**src/rtl/seq_div_block.sv**
```systemverilog
// seq_div_block: multi-cycle 8-bit unsigned divide/modulo port on the OISC
// transport bus. A move into ADDR starts a restoring division of the
// accumulator by the moved value; quotient, remainder and status are read
// back through ADDR, ADDRI and ADDRS.
// Optional feature macro: SEQ_DIV_STALL_EN (stall the PC while a result read
// is pending on a busy divider). Default build ties stall to 0.
module seq_div_block #(
  parameter int                ADDR_W = 8,
  parameter logic [ADDR_W-1:0] ADDR   = 8'h00,
  parameter logic [ADDR_W-1:0] ADDRI  = 8'h01,
  parameter logic [ADDR_W-1:0] ADDRS  = 8'h02
) (
  input  logic              clk,
  input  logic              rst,
  input  logic [7:0]        acc,
  input  logic              bus_we,
  input  logic [ADDR_W-1:0] bus_dst,
  input  logic [ADDR_W-1:0] bus_src,
  input  logic [7:0]        bus_wdata,
  output logic [7:0]        bus_rdata,
  output logic              bus_roe,
  output logic              busy,
  output logic              stall
);

  typedef enum logic [0:0] {
    ST_IDLE = 1'b0,
    ST_RUN  = 1'b1
  } state_t;

  state_t      state_r;
  state_t      state_s;
  logic        busy_r;
  logic [2:0]  count_r;
  logic [7:0]  divisor_r;
  logic [7:0]  dividend_r;
  logic [7:0]  rem_work_r;
  logic [6:0]  quo_work_r;
  logic [7:0]  quotient_r;
  logic [7:0]  remainder_r;

  logic        start_s;
  logic        last_s;
  logic [8:0]  step_s;
  logic [7:0]  rem_next_s;
  logic        qbit_s;
  logic [7:0]  rdata_s;
  logic        roe_s;

  // One restoring-division step: shift in the next dividend bit and subtract
  // the divisor when it fits. When the subtraction happens the true
  // difference is below 256, so the low 8 bits are exact.
  // Returns {next partial remainder, quotient bit}.
  function automatic logic [8:0] div_step(input logic [7:0] rem,
                                          input logic       din,
                                          input logic [7:0] dsr);
    logic [8:0] trial;
    logic [7:0] diff;
    trial = {rem, din};
    diff  = trial[7:0] - dsr;
    if (trial >= {1'b0, dsr}) begin
      div_step = {diff, 1'b1};
    end else begin
      div_step = {trial[7:0], 1'b0};
    end
  endfunction

  assign start_s    = bus_we && (bus_dst == ADDR);
  assign last_s     = (state_r == ST_RUN) && (count_r == 3'd7);
  assign step_s     = div_step(rem_work_r, dividend_r[7], divisor_r);
  assign rem_next_s = step_s[8:1];
  assign qbit_s     = step_s[0];

  // Next-state logic: a start always (re)enters RUN, the 8th step returns to IDLE.
  always_comb begin
    state_s = state_r;
    case (state_r)
      ST_IDLE: begin
        if (start_s) begin
          state_s = ST_RUN;
        end else begin
          state_s = ST_IDLE;
        end
      end
      ST_RUN: begin
        if (start_s) begin
          state_s = ST_RUN;
        end else if (count_r == 3'd7) begin
          state_s = ST_IDLE;
        end else begin
          state_s = ST_RUN;
        end
      end
      default: begin
        state_s = ST_IDLE;
      end
    endcase
  end

  // State register and registered busy flag.
  always_ff @(posedge clk or posedge rst) begin
    if (rst) begin
      state_r <= ST_IDLE;
      busy_r  <= 1'b0;
    end else begin
      state_r <= state_s;
      busy_r  <= (state_s == ST_RUN);
    end
  end

  // Datapath: operand capture on start, one dividend bit per RUN edge, and
  // publication of the result only on the final step so that partial values
  // never reach the readable registers. A start on the final edge still
  // publishes the completing result.
  always_ff @(posedge clk or posedge rst) begin
    if (rst) begin
      count_r     <= 3'd0;
      divisor_r   <= 8'h00;
      dividend_r  <= 8'h00;
      rem_work_r  <= 8'h00;
      quo_work_r  <= 7'h00;
      quotient_r  <= 8'h00;
      remainder_r <= 8'h00;
    end else begin
      if (start_s) begin
        divisor_r  <= bus_wdata;
        dividend_r <= acc;
        rem_work_r <= 8'h00;
        quo_work_r <= 7'h00;
        count_r    <= 3'd0;
      end else if (state_r == ST_RUN) begin
        dividend_r <= {dividend_r[6:0], 1'b0};
        rem_work_r <= rem_next_s;
        quo_work_r <= {quo_work_r[5:0], qbit_s};
        count_r    <= count_r + 3'd1;
      end else begin
        count_r    <= count_r;
      end
      if (last_s) begin
        quotient_r  <= {quo_work_r, qbit_s};
        remainder_r <= rem_next_s;
      end else begin
        quotient_r  <= quotient_r;
        remainder_r <= remainder_r;
      end
    end
  end

  // Zero-latency read mux from registered results and status.
  always_comb begin
    rdata_s = 8'h00;
    roe_s   = 1'b0;
    if (bus_src == ADDR) begin
      rdata_s = quotient_r;
      roe_s   = 1'b1;
    end else if (bus_src == ADDRI) begin
      rdata_s = remainder_r;
      roe_s   = 1'b1;
    end else if (bus_src == ADDRS) begin
      rdata_s = {7'd0, busy_r};
      roe_s   = 1'b1;
    end else begin
      rdata_s = 8'h00;
      roe_s   = 1'b0;
    end
  end

  assign bus_rdata = rdata_s;
  assign bus_roe   = roe_s;
  assign busy      = busy_r;

`ifdef SEQ_DIV_STALL_EN
  // Hold the PC while a quotient/remainder read targets an unfinished result;
  // status reads never stall.
  assign stall = busy_r & ((bus_src == ADDR) | (bus_src == ADDRI));
`else
  assign stall = 1'b0;
`endif

endmodule

```
**config.mk**
```make
export PLATFORM = sky130hd
export DESIGN_NAME = seq_div_block
export DESIGN_NICKNAME = d
export VERILOG_FILES = /design/src/rtl/seq_div_block.sv
export SDC_FILE = /design/constraint.sdc
export NUM_CORES = 1
export LEC_CHECK = 0
export CAP_MARGIN = 20
export CORE_MARGIN = 4
export CORE_UTILIZATION = 55
export CTS_BUF_LIST = sky130_fd_sc_hd__clkbuf_16
export DETAILED_ROUTE_END_ITERATION = 10
export DONT_BUFFER_PORTS = 1
export PLACE_DENSITY = 0.69
export SLEW_MARGIN = 25
export SYNTH_ARGS = -nofsm -noshare
export SYNTH_HDL_FRONTEND = slang
export SYNTH_SLANG_ARGS = --single-unit
```
**constraint.sdc**
```tcl
create_clock -name clk -period 2.33 [get_ports clk]
set_clock_uncertainty 0.1 [all_clocks]
set_input_delay 0.1165 -clock clk [delete_from_list [all_inputs] [get_ports clk]]
set_output_delay 0.1165 -clock clk [all_outputs]
set_load 0.02 [all_outputs]
```
==> results.cfg, run 1 <==
[synth]
synth.most_common_cell = nand2_1
ys_seq_area_frac = 0.460
yosys.area.top_type = dfrtp_1
syn-num-nets = 345
synth_cell_types = 48
synth_commonest_cells = nand2_1, dfrtp_1, o21ai_0
synth_top_area_frac = 0.460
synth_area_um2 = 2770
synth_area_per_cell_um2 = 9.28
synth-main-ff-cell = dfrtp_1
async_flop_share = 1.00
ys_warn_count = 0
ys_ff_latch = 51
synth_cells = 299
synth-edff-count = 0
ys_top_cells_by_area = dfrtp_1, nand2_1, mux2i_1

[pwr]
p_per_area_nw_per_um2 = 1060
clock_power_share = 0.218
combPwrFrac = 0.388
ir_drop_mv = 0.503
switchingPower_uw = 1320
p_int_uw = 2120
switching_share = 0.383
p_seq_frac = 0.393
p_leak_uw = 0.00140

[worst_setup_path]
crit_path_start_kind = flip-flop
r2r.worst_path.cells = 10
cp_max_fo = 4
cp_data_arrival_time_ns = 2.30
crit_top_cell = inv_1
slowest_stage = or4b_1
worstPathRequired_ns = 2.44
critical_path_class = flip-flop to flip-flop
setup.worst_path.end_class = flip-flop
path_cells = inv_1, ha_1, inv_1, fa_1, a211oi_1, buf_4, or4b_1, o2111ai_1, o21ai_1, a31oi_1
worst_path_largest_cell_delay_ns = 0.50

[cells_and_area]
final_area_um2 = 3230
nets = 367
fill_cells = 408
diodes = 0
area_delta_synth_final_pct = 16.4
multi_input_area_um2 = 1380
drive_gt1_frac = 0.109
final_cells = 389
ff_latch_area_um2 = 1280

[min_path]
hold_class = input pin to asynchronous set/reset pin

[detailed_routing]
vias = 2264
wl_per_cell_um = 15.7
viasPerCell = 5.82
routed_wl_mm = 6.11
firstDrtPassIters = 5
ant_nets = 0
route.detailed.drc = 0
drt_iter0_markers = 226
wl_met3_um = 402
wl_met1_mm = 2.87
dr.max_layer_used = met4
dr_wl_met2_mm = 2.76

[timing]
min_period_ns = 2.20
hold_viol = 0
relSlewSlack = 0.509
setup_slack_ns = 0.135
final_min_period_over_clock_period = 0.942
tightestPinTransition_ns = 0.730
slew_violations = 0
clock.fmax_mhz = 456
finalSetupViolCount = 0

[global_routing]
grt_pass1_wl_mm = 10.3
antenna_found_initial = 0
grt_start_max_net_pins = 30
grt_pass1_vias = 2178
gr-total-overflow = 0
grt_util_all_layers = 0.210

[clocking]
cts_tree = built
cts_htree_levels = 2
clock_path_buffers = 2
clk_pin_slew_ns = 0.08
root_buffer = clkbuf_16
cts_buffers = 5
worstSkewPairLatency_ns = 0.29
clock_sinks = 51

[floorplanning]
dieWidth_um = 79.0
start_util = 0.576
dieHeight_um = 79.0
std_cell_rows = 25
io_pins = 46
core_area_um2 = 4820
die-area_um2 = 6240

[placement]
port_buffers = 0
dp_cells = 364
gp_congestion = 0.922
place_ws_ns = 0.0114
dp_hpwl_mm = 4.33
placed_area_um2 = 2890

[job]
drv_cap = 0

[run_status]
status = finished, final reports clean
[flip-flops by register name (all words and copies together), names as in the netlist]
name / count
busy: 1
remainder_r: 8
quotient_r: 8
count_r: 3
dividend_r: 8
divisor_r: 8
rem_work_r: 8
quo_work_r: 7
[critical path: cells and delay by family, from the launching register on]
family | cells | cell delay [ns]
AOI/OAI and AO/OA | 4 | 0.47
adders and majority gates | 2 | 0.38
and+or+nand+nor | 1 | 0.50
buffers and inverters | 3 | 0.29
DFF | 1 | 0.38
[worst paths after layout]
kind / startpoint / to / slack [ns]
worst max-delay path: dividend_r[7] / remainder_r[6] / 0.13
worst min-delay path: rst / count_r[0] / 0.03
min in group clk: bus_we / busy / 0.11
worst max register to register: dividend_r[7] / remainder_r[6] / 0.13
worst min register to register: quotient_r[5] / quotient_r[5] / 0.38
max in group asynchronous: rst / rem_work_r[6] / 1.58
[per-layer routing]
| metal | vias up | track usage |
|---|---|---|
| li1 | 1103 | - |
| met1 | 1071 | 0.302 |
| met3 | 7 | 0.0420 |
| met2 | 83 | 0.324 |
| met4 | 0 | 0.0567 |
| met5 | - | 0 |
[placed cells by master, fill, tap and decap left out, types with 5 or more instances in the layout]
cell,instances
a22o_1,7
a31oi_1,12
buf_4,15
clkbuf_16,5
dfrtp_1,51
dlygate4sd3_1,17
ha_1,10
inv_1,13
mux2i_1,16
nand2_1,52
nand3_1,13
nor2_1,23
nor3_1,6
o21ai_0,25
[what timing repair did]
action / 4_1_cts / 5_1_grt
setup buffers: 0 / 0
pin swaps: 0 / 1
resized for setup: 1 / 4
hold endpoints to repair: 67 / 0
hold buffers: 17 / 0
endpoints found under the setup margin: 2 / 11
gates cloned: 0 / 0
[through the flow]
stage                     power, µW  setup TNS, ns   util  hold slack (ns)
after floorplan                2290              0      -            0.122
after global placement         2600              0  0.600           -0.225
after detailed placement       2630              0  0.600           -0.225
after CTS                      3410              0  0.669           0.0312
after global routing           3690       -0.00136  0.670           0.0464
final                          3440              0  0.670           0.0329
[final cells by class]
class / count / share of cell area
clock inverters: 3 / 0.00814
multi-input cells: 216 / 0.427
clock buffers: 5 / 0.0387
flip-flops and latches: 51 / 0.395
well taps: 67 / 0.0260
repair buffers: 32 / 0.0876
inverters: 15 / 0.0174
[kinds of logic after synthesis]
group                    share of synthesized area
multiplexers                                0.0577
buffers and inverters                       0.0487
other                                      0.00135
AO/OA/AOI/OAI                                0.192
adder cells (fa/ha/maj)                     0.0523
AND/OR/NAND/NOR                              0.178
flip-flops                                   0.460
XOR/XNOR                                   0.00947
[power by group through the flow]
stage / Sequential [µW] / Clock [µW] / Combinational [µW]
floorplan: 1300 / 0 / 989
global placement: 1360 / 0 / 1240
detailed placement: 1360 / 0 / 1260
CTS: 1350 / 758 / 1310
global route: 1380 / 799 / 1510
finish: 1350 / 750 / 1330
No activity file was read; power rests on OpenSTA's default activity.
==> run 2: changes to the inputs <==
--- a/config.mk
+++ b/config.mk
@@ -11,7 +11,8 @@
 export CTS_BUF_LIST = sky130_fd_sc_hd__clkbuf_16
 export DETAILED_ROUTE_END_ITERATION = 10
 export DONT_BUFFER_PORTS = 1
-export PLACE_DENSITY = 0.69
+export PLACE_DENSITY = 0.72
+export SKIP_CTS_REPAIR_TIMING = 1
 export SLEW_MARGIN = 25
 export SYNTH_ARGS = -nofsm -noshare
 export SYNTH_HDL_FRONTEND = slang
==> constraint.sdc (replaced) <==
create_clock -name clk -period 1.84 [get_ports clk]
set_clock_uncertainty 0.1 [all_clocks]
set_input_delay 0.092 -clock clk [delete_from_list [all_inputs] [get_ports clk]]
set_output_delay 0.092 -clock clk [all_outputs]
set_load 0.02 [all_outputs]
==> run 2 against run 1 <==
The run now ends with setup timing left. Worst setup slack worse by 0.49 ns. Global-route usage up 0.67 points. Critical path depth down 1. Wire length up 37%. Maximum frequency about the same. Clock power up 27%. First-iteration DRC count up 11%. Die area unchanged. Worst hold slack better by 0.067 ns. Non-clock buffer count up 43. Cell count up 11%. Critical path type unchanged. Largest power group is now combinational cells.
==> results.cfg, run 2 (synthesized netlist as in run 1, its figures left out) <==
[run_status]
status = complete, but fails checks
violations = setup timing

[floorplanning]
io_pins = 46
std_cell_rows = 25
die-area_um2 = 6240
dieHeight_um = 79.0
dieWidth_um = 79.0
core_area_um2 = 4820
start_util = 0.576

[worst_setup_path]
slowest_stage = dfrtp_1
critical_path_depth = 9
r2r.worst_path.cells = 9
cp_max_fo = 4
cp_data_arrival_time_ns = 2.23
critical_path_class = flip-flop to flip-flop
crit_family = compound AO/OA/AOI/OAI gates
path_cells = inv_2, ha_4, inv_2, fa_2, a211oi_4, or4b_4, o2111ai_2, o21ai_1, a31oi_1
worst_path_largest_cell_delay_ns = 0.41
worstPathRequired_ns = 1.87
crit_buf_inv = 2
setup.worst_path.end_class = flip-flop
crit_path_start_kind = flip-flop
crit_top_cell = inv_2

[clocking]
root_buffer = clkbuf_16
clk_pin_slew_ns = 0.07
cts_htree_levels = 2
clock_path_buffers = 2
worstSkewPairLatency_ns = 0.29
cts_buffers = 5
cts_tree = built
clock_sinks = 51

[global_routing]
antenna_found_initial = 0
grt_start_max_net_pins = 52
grt_pass1_vias = 2349
grt_util_all_layers = 0.216
grt_pass1_wl_mm = 10.6
gr-total-overflow = 0

[pwr]
p_leak_uw = 0.00165
p_per_area_nw_per_um2 = 1450
ir_drop_mv = 1.06

[cells_and_area]
layout_commonest_cell = buf_4
final_area_um2 = 3860
ff_latch_area_um2 = 1280
fill_cells = 289
final_cell_mix = buf_4, dfrtp_1, nand2_1
drive_gt1_frac = 0.320
area_delta_synth_final_pct = 39.3
diodes = 0
utilization = 0.802
multi_input_area_um2 = 1670
nets = 411

[detailed_routing]
viasPerCell = 6.02
firstDrtPassIters = 4
drt_iter0_markers = 250
ant_nets = 0
wl_per_cell_um = 19.3
vias = 2607
route.detailed.drc = 0
routed_wl_mm = 8.34

[timing]
setup_slack_ns = -0.355
clock.fmax_mhz = 456
rsz0062_at_grt = yes
finalSetupViolCount = 18
final_min_period_over_clock_period = 1.19
relSlewSlack = 0.537
slew_violations = 0
tightestPinTransition_ns = 0.695
hold_viol = 0
min_period_ns = 2.19

[placement]
dp_hpwl_mm = 4.69
port_buffers = 0
gp_congestion = 0.902
placed_area_um2 = 3260

[min_path]
hold_class = input pin to flip-flop
holdPathStages = 3

[job]
drv_cap = 0
[run 2: cell count changes in the layout (fill, tap and decap cells not counted), moves of 4 or more]
cell and delta:
buf_4 +39, ha_1 -6, ha_4 +6, nand3_1 -6, inv_1 -5, inv_2 +5, nand3_2 +4
[run 2: path summary, 6_finish.rpt]
path                          startpoint        endpoint  slack, ns
min in group asynchronous            rst   dividend_r[2]       0.20
setup / recovery           dividend_r[7]  remainder_r[6]      -0.35
max in group asynchronous            rst   rem_work_r[3]       1.19
hold reg to reg            quotient_r[3]   quotient_r[3]       0.38
setup reg to reg           dividend_r[7]  remainder_r[6]      -0.35
hold / removal                    bus_we            busy       0.10
[run 2: routing by layer]
layer / routed length [µm] / vias to the layer above / global-route usage
met5: 0 / - / 0
met4: 334 / 0 / 0.0722
met3: 515 / 31 / 0.0420
met2: 4210 / 111 / 0.355
met1: 3280 / 1270 / 0.288
li1: - / 1195 / -
[run 2: area by class of cell]
cell class | count | share of cell area
clock inverters | 3 | 0.00712
well taps | 67 | 0.0217
multi-input cells | 217 | 0.431
inverters | 15 | 0.0146
repair buffers | 75 | 0.163
clock buffers | 5 | 0.0324
flip-flops and latches | 51 | 0.331
[run 2: report_power, final]
group	switching, µW	leakage (µW)	internal, µW	total, µW
clock network	434	0.0000719	516	950
logic	1520	0.00102	1400	2910
registers	291	0.000560	1450	1750
[run 2: tightest hold or removal path, cell delays in order]
cell and delay, ns:
nand4b_1 0.07, buf_4 0.20, o21ai_0 0.09
[run 2: per-stage QoR]
stage          hold slack, ns  setup TNS, ns  total power, µW  setup slack (ns)  cells
2_1_floorplan          0.0974         -0.300             3060            -0.108    299
3_3_place_gp          -0.0587          -2.51             3810            -0.176    400
3_5_place_dp          -0.0607          -3.29             3900            -0.221    400
4_1_cts                -0.373          -3.32             4850            -0.253    408
5_1_grt                 0.111          -5.76             5920            -0.445    433
6_report                0.100          -4.44             5610            -0.355    433
==> run 3: changes to the inputs <==
--- a/config.mk
+++ b/config.mk
@@ -6,6 +6,7 @@
 export NUM_CORES = 1
 export LEC_CHECK = 0
 export CAP_MARGIN = 20
+export CORE_ASPECT_RATIO = 1.2
 export CORE_MARGIN = 4
 export CORE_UTILIZATION = 55
 export CTS_BUF_LIST = sky130_fd_sc_hd__clkbuf_16
==> run 3 against run 2 <==
The flow still finishes with violations (setup timing). Global-route usage rose by 0.24 points. Wire length shrank 11%. Register-to-register slack barely moved. Combinational power shrank 9.6%. Sequential cell count unchanged. Design area shrank 2.2%. Core utilization is 3.2 points lower. Critical endpoint is now rem_work_r[0]. Clock-buffer cell count did not move. Die area hardly changed. Clock power grew 13%. Sequential power is 3% lower. Non-clock buffer count decreased by 3.
==> results.cfg, run 3 (synthesized netlist as in run 1, its figures left out) <==
[detailed_routing]
firstDrtPassIters = 4
drt_iter0_markers = 171
routed_wl_mm = 7.41
vias = 2546
viasPerCell = 6.02
ant_nets = 0
wl_per_cell_um = 17.5
route.detailed.drc = 0

[placement]
gp_congestion = 0.908
port_buffers = 0
dp_cells = 396
dp_hpwl_mm = 4.81

[cells_and_area]
final_cell_mix = buf_4, dfrtp_1, nand2_1
final_cells = 423
diodes = 0
nets = 408
area_delta_synth_final_pct = 36.3
fill_cells = 338
utilization = 0.771
drive_gt1_frac = 0.289
layout_commonest_cell = buf_4

[run_status]
violations = setup timing
status = complete, but fails checks

[timing]
hold_slack_ns = 0.187
min_period_ns = 2.20
hold_viol = 0
finalSetupViolCount = 18
clock.fmax_mhz = 455
tightestPinTransition_ns = 0.629
relSlewSlack = 0.581
final_min_period_over_clock_period = 1.20
setup_slack_ns = -0.360
slew_violations = 0
rsz0062_at_grt = yes

[worst_setup_path]
setup.worst_path.end_class = flip-flop
cp_max_fo = 5
critical_path_class = flip-flop to flip-flop
worstPathRequired_ns = 1.97
cp_data_arrival_time_ns = 2.33
r2r.worst_path.cells = 6
crit_path_start_kind = flip-flop

[clocking]
cts_tree = built
root_buffer = clkbuf_16
clock_sinks = 51
cts_htree_levels = 2
clk_pin_slew_ns = 0.07
clock_path_buffers = 2
worstSkewPairLatency_ns = 0.29
cts_buffers = 5

[floorplanning]
io_pins = 46
std_cell_rows = 28
dieWidth_um = 72.8
core_area_um2 = 4900
start_util = 0.566
die-area_um2 = 6250
dieHeight_um = 85.8

[global_routing]
grt_start_max_net_pins = 52
grt_pass1_vias = 2351
antenna_found_initial = 0
grt_pass1_wl_mm = 10.7
grt_util_all_layers = 0.219
gr-total-overflow = 0

[min_path]
holdPathStages = 3
hold_class = input pin to flip-flop

[pwr]
power.total_uw = 5400
p_leak_uw = 0.00165
p_per_area_nw_per_um2 = 1430
ir_drop_mv = 0.849

[job]
drv_cap = 0
==> run 3: final cells by class <==
class	instances	area [µm²]	share of cell area
flip-flops and latches	51	1280	0.338
clock inverters	3	46.3	0.0122
multi-input cells	217	1610	0.425
repair buffers	72	594	0.157
clock buffers	5	125	0.0331
well taps	60	75.1	0.0199
inverters	15	56.3	0.0149
==> run 3: path summary, 6_finish.rpt <==
path                                    start       endpoint  slack [ns]
worst min register to register  quo_work_r[6]  quotient_r[7]        0.38
max in group asynchronous                 rst   divisor_r[3]        0.89
worst min-delay path                   bus_we  quo_work_r[4]        0.19
worst max-delay path            rem_work_r[3]  rem_work_r[0]       -0.36
worst max register to register  rem_work_r[3]  rem_work_r[0]       -0.36
min in group asynchronous                 rst     count_r[1]        0.32
==> run 3: worst max-delay path, stage by stage (launching register included) <==
cell	delay, ns
dfrtp_1	0.43
ha_4	0.34
nand2_4	0.07
a2111oi_4	0.49
o21ai_4	0.18
a2111o_1	0.43
nand3_1	0.09
==> run 3: routing by layer <==
metal	share of wire	wire, µm	GRT usage	up-vias
li1	-	-	-	1187
met1	0.40	2970	0.280	1229
met2	0.51	3790	0.367	109
met3	0.062	458	0.0387	21
met4	0.026	191	0.0822	0
met5	0	0	0	-
==> run 3: power by group <==
group          internal, µW  leakage, µW  switching (µW)
registers              1450     0.000560             247
clock network           646    0.0000804             424
logic                  1220      0.00101            1400
==> run 3: through the flow <==
| step | cell area (µm²) | worst slack, ns | setup TNS [ns] |
|---|---|---|---|
| detailed placement | 3260 | -0.245 | -2.97 |
| global placement | 3260 | -0.262 | -2.78 |
| CTS | 3430 | -0.272 | -3.22 |
| floorplan | 2870 | -0.108 | -0.300 |
| finish | 3780 | -0.360 | -4.28 |
| global route | 3780 | -0.408 | -5.23 |
